**config.mk**
```make
export PLATFORM = sky130hd
export DESIGN_NAME = ysyx_22050598_mem_arbiter
export DESIGN_NICKNAME = d
export VERILOG_FILES = /design/src/rtl/ysyx_22050598_mem_arbiter.sv
export SDC_FILE = /design/constraint.sdc
export NUM_CORES = 1
export LEC_CHECK = 0
export ABC_AREA = 1
export CAP_MARGIN = 20
export CORE_AREA = 2 2 283 285
export DETAILED_ROUTE_END_ITERATION = 10
export DIE_AREA = 0 0 285 287
export GPL_ROUTABILITY_DRIVEN = 0
export PLACE_DENSITY = 0.52
export REMOVE_ABC_BUFFERS = 1
export SYNTH_ARGS = -nofsm -noshare
export SYNTH_HDL_FRONTEND = slang
export SYNTH_SLANG_ARGS = --single-unit
```
**constraint.sdc**
```tcl
create_clock -name clk -period 4.3 [get_ports clk]
set_input_delay 1.29 -clock clk [delete_from_list [all_inputs] [get_ports clk]]
set_output_delay 1.29 -clock clk [all_outputs]
set_load 0.01 [all_outputs]
```
**src/rtl/ysyx_22050598_mem_arbiter.sv**
```systemverilog
// Two-requester (icache/dcache) arbiter that splits each 128-bit line into two 64-bit memory beats.
// Define YSYX_22050598_ARB_RR_EN for round-robin arbitration; the default is fixed dcache priority.
module ysyx_22050598_mem_arbiter #(
    parameter int unsigned AW = 64
) (
    input  logic          clk,
    input  logic          rst,
    input  logic          i_req,
    input  logic [AW-1:0] i_addr,
    output logic [127:0]  i_rdata,
    output logic          i_done,
    input  logic          d_req_r,
    input  logic          d_req_w,
    input  logic [AW-1:0] d_addr,
    input  logic [127:0]  d_wdata,
    output logic [127:0]  d_rdata,
    output logic          d_done,
    output logic          mem_valid,
    output logic          mem_we,
    output logic [AW-1:0] mem_addr,
    output logic [63:0]   mem_wdata,
    output logic [7:0]    mem_wmask,
    input  logic          mem_ready,
    input  logic [63:0]   mem_rdata
);

    typedef enum logic [1:0] {StIdle, StBeat0, StBeat1, StDone} state_e;

    state_e        state_q, state_d;
    logic          owner_q, owner_d;
    logic [AW-1:0] addr_q, addr_d;
    logic          we_q, we_d;
    logic [127:0]  wdata_q, wdata_d;
    logic [127:0]  line_q, line_d;
    logic          d_req;
    logic          grant;
    logic          beat_hi;

    assign d_req = d_req_r | d_req_w;

`ifdef YSYX_22050598_ARB_RR_EN
    logic last_q, last_d;

    // On contention favour whoever was not served last.
    always_comb begin
        grant = d_req;
        if (i_req && d_req) begin
            grant = ~last_q;
        end
    end
`else
    assign grant = d_req;
`endif

    always_comb begin
        state_d = state_q;
        owner_d = owner_q;
        addr_d  = addr_q;
        we_d    = we_q;
        wdata_d = wdata_q;
        line_d  = line_q;
`ifdef YSYX_22050598_ARB_RR_EN
        last_d  = last_q;
`endif
        unique case (state_q)
            StIdle: begin
                if (i_req || d_req) begin
                    state_d = StBeat0;
                    owner_d = grant;
                    addr_d  = grant ? d_addr : i_addr;
                    we_d    = grant & d_req_w;
                    wdata_d = grant ? d_wdata : '0;
`ifdef YSYX_22050598_ARB_RR_EN
                    last_d  = grant;
`endif
                end
            end
            StBeat0: begin
                if (mem_ready) begin
                    line_d[63:0] = mem_rdata;
                    state_d      = StBeat1;
                end
            end
            StBeat1: begin
                if (mem_ready) begin
                    line_d[127:64] = mem_rdata;
                    state_d        = StDone;
                end
            end
            StDone:  state_d = StIdle;
            default: state_d = StIdle;
        endcase
    end

    always_ff @(posedge clk or negedge rst) begin
        if (!rst) begin
            state_q <= StIdle;
            owner_q <= 1'b0;
            addr_q  <= '0;
            we_q    <= 1'b0;
            wdata_q <= '0;
            line_q  <= '0;
`ifdef YSYX_22050598_ARB_RR_EN
            last_q  <= 1'b0;
`endif
        end else begin
            state_q <= state_d;
            owner_q <= owner_d;
            addr_q  <= addr_d;
            we_q    <= we_d;
            wdata_q <= wdata_d;
            line_q  <= line_d;
`ifdef YSYX_22050598_ARB_RR_EN
            last_q  <= last_d;
`endif
        end
    end

    assign beat_hi = (state_q == StBeat1);

    // Beat outputs are gated by state so they read as zero outside the beat phases.
    always_comb begin
        mem_valid = (state_q == StBeat0) || (state_q == StBeat1);
        mem_we    = 1'b0;
        mem_addr  = '0;
        mem_wdata = '0;
        mem_wmask = '0;
        if (mem_valid) begin
            mem_we    = we_q;
            mem_addr  = {addr_q[AW-1:4], (beat_hi ? 4'h8 : 4'h0)};
            mem_wdata = beat_hi ? wdata_q[127:64] : wdata_q[63:0];
            mem_wmask = {8{we_q}};
        end
    end

    assign i_done  = (state_q == StDone) && !owner_q;
    assign d_done  = (state_q == StDone) && owner_q;
    assign i_rdata = line_q;
    assign d_rdata = line_q;

endmodule

```
==> key figures <==
Logic synthesis
  • Post-synth top flop: dfrtp_1
  • Syn Std Cell Area: 15400 um^2
  • Dominant cells by area after synthesis: dfrtp_1, nand2_1, buf_4
  • Synth top cells by count: nand2_1, dfrtp_1, o21ai_0
  • Most area-hungry cell type in the Yosys netlist: dfrtp_1
  • Post-synth top area share: 52.0%
  • Cells after Synth: 1996
  • Mean post-synth cell area: 7.71 um^2
  • Synth cell types: 17
  • Count leader, synth: nand2_1
  • Synth async-reset ratio: 100%
  • Synthesized flop and latch total: 320
  • Post-synth EDFFs: 0
  • Sequential fraction of the synthesis area: 52.0%
  • Ys Warns: 0

Timing
  • Fin. max-slew vios: 0
  • Tmin final: 4.06 ns
  • Worst rel slew slack: 26.2%
  • Total negative slack: 0 ns
  • Least-Margin Pin Slew: 1.11 ns
  • Fin. Hold Viols: 0
  • RSZ-0062 raised after global routing: no
  • Final Cycle Share: 94.4%
  • Hold slack final: 0.465 ns
  • Worst Skew: 0.0105 ns
  • # setup viols final: 0
  • Fmax: 246 MHz

Min path
  • Worst hold start: wdata_q[35]
  • Hold/Removal Path Class: register to register

Floorplan
  • Die Ht: 287 um
  • Site row count: 103
  • Starting density of the core: 19.6%
  • Die area: 81800 um^2
  • Die W: 285 um
  • Core area: 78600 um^2
  • Io pins: 722

Placement
  • Dpl cells: 3527
  • Dpl hpwl: 44.0 mm
  • Port bufs: 710

Detailed routing
  • Vias per cell: 3.97
  • DR iter-0 viols: 778
  • Vias: 14300
  • WL per Instance: 17.0 um
  • DRC: 0
  • Final WL: 61.2 mm
  • First-pass DRT Iterations: 5
  • Antenna-violating nets left: 0

Critical path
  • CP startpoint: state_q[0]
  • CP required: 3.01 ns
  • Crit path launch type: register
  • Largest fanout on the critical path: 17
  • Worst Path Arrival: 2.77 ns
  • Crit end category: output port
  • Crit Path Class: register to output port
  • RR Startpoint: state_q[0]

Pwr
  • Pleak: 11.7 nW
  • Pwr Density: 790 nW/um^2
  • VDD IR max: 0.578 mV

Finish
  • Share of cells above drive strength 1: 4.05%
  • Nets@finish: 2849
  • Post-route insts no fill: 3597
  • Area grow syn2layout: 55.5%

Clocking
  • Clk buf depth: 3
  • Setup bufs post-CTS: 0
  • Count of clock tree sinks: 320
  • Clock Tree Root: clkbuf_16
  • Worst skew pair latency: 0.55 ns
  • Depth of the CTS H-tree: 2
  • CTS tree: yes
  • Cts repair resizes: 0
  • CTS buffer count: 39
  • Worst-path clk slew: 0.06 ns
  • Post-CTS Hold Fix Bufs: 0

Global route
  • Vias in the first global route: 14300
  • GRT overflow: 0
  • Largest net degree at the start of global routing: 193
  • First-pass GRT wire length: 90.7 mm
  • Number of antenna violations at the first check in global routing: 6
  • GRT Total Usage: 14.4%

Run status
  • Run status: complete, no violations

Flow run
  • Max Cap Viol: 0
-- layout by cell type, fill, tap and decap left out, types with 10 or more instances in the layout --
| cell | n |
|---|---|
| buf_12 | 10 |
| buf_4 | 19 |
| clkbuf_16 | 40 |
| clkdlybuf4s50_1 | 709 |
| clkinv_2 | 11 |
| dfrtp_1 | 320 |
| inv_1 | 132 |
| nand2_1 | 814 |
| nand3_1 | 131 |
| nor2_1 | 129 |
| o21ai_0 | 194 |
-- final timing paths --
kind	endpoint	slack, ns	cells past startpoint
setup / recovery	mem_wdata[18]	0.24	7
hold / removal	wdata_q[35]	0.46	2
setup reg to reg	wdata_q[6]	1.81	6
hold reg to reg	wdata_q[35]	0.46	2
max in group asynchronous	addr_q[55]	2.59	2
min in group asynchronous	wdata_q[103]	0.77	1
-- cells by family (layout without fill, tap and decap cells) --
logic type                 after synthesis  after routing  share of synthesized area [%]
adders and majority gates                5              5                          0.407
DFF                                    320            320                           52.0
AOI/OAI and AO/OA                      195            195                           6.36
other                                    1              4                         0.0244
buffers and inverters                  395            943                           13.6
and+or+nand+nor                       1080           1080                           27.5
-- sequential cells by signal, indices dropped and copies added, names as in the netlist --
signal   flops
addr_q      60
d_rdata    128
owner_q      1
state_q      2
wdata_q    128
we_q         1
-- critical path, cell delays in order (launching register included) --
cell and delay [ns]:
dfrtp_1 0.42, inv_1 0.17, ha_2 0.24, clkinv_2 0.34
buf_4 0.35, nor2_1 0.11, nor2_1 0.06, clkdlybuf4s50_1 0.55
-- power breakdown --
| part | internal (W) | total (W) | leakage (nW) | switching [W] |
|---|---|---|---|---|
| combinational | 0.00488 | 0.0100 | 7.02 | 0.00514 |
| sequential | 0.00443 | 0.00554 | 4.00 | 0.00111 |
| clock | 0.00202 | 0.00336 | 0.641 | 0.00134 |
| total | 0.0113 | 0.0189 | 11.7 | 0.00759 |
-- stage by stage --
step | cell area, um^2 | utilization [%] | total power, W | setup slack (ns)
floorplan | 13800 | - | 0.00943 | -2.17
global placement | 22600 | 28.8 | 0.0157 | 0.657
detailed placement | 22600 | 28.8 | 0.0158 | 0.638
CTS | 23900 | 30.4 | 0.0193 | 0.0295
global route | 23900 | 30.4 | 0.0203 | 0.0168
finish | 23900 | 30.4 | 0.0189 | 0.239
-- layout make-up --
cell class,count,area (um^2)
multi-input cells,1283,5340
clock inverters,18,211
flip-flops and latches,320,8010
repair buffers,740,7470
inverters,134,504
clock buffers,51,1080
well taps,1050,1310
diodes,1,2.50
fillers,8396,54700
-- routing by layer --
layer / GRT usage [%] / part of all wire, %
met2: 24.3 / 48
met5: 0 / 0.039
met4: 3.64 / 2.0
met1: 18.4 / 42
met3: 3.51 / 7.3
No activity file was read; power rests on OpenSTA's default activity.
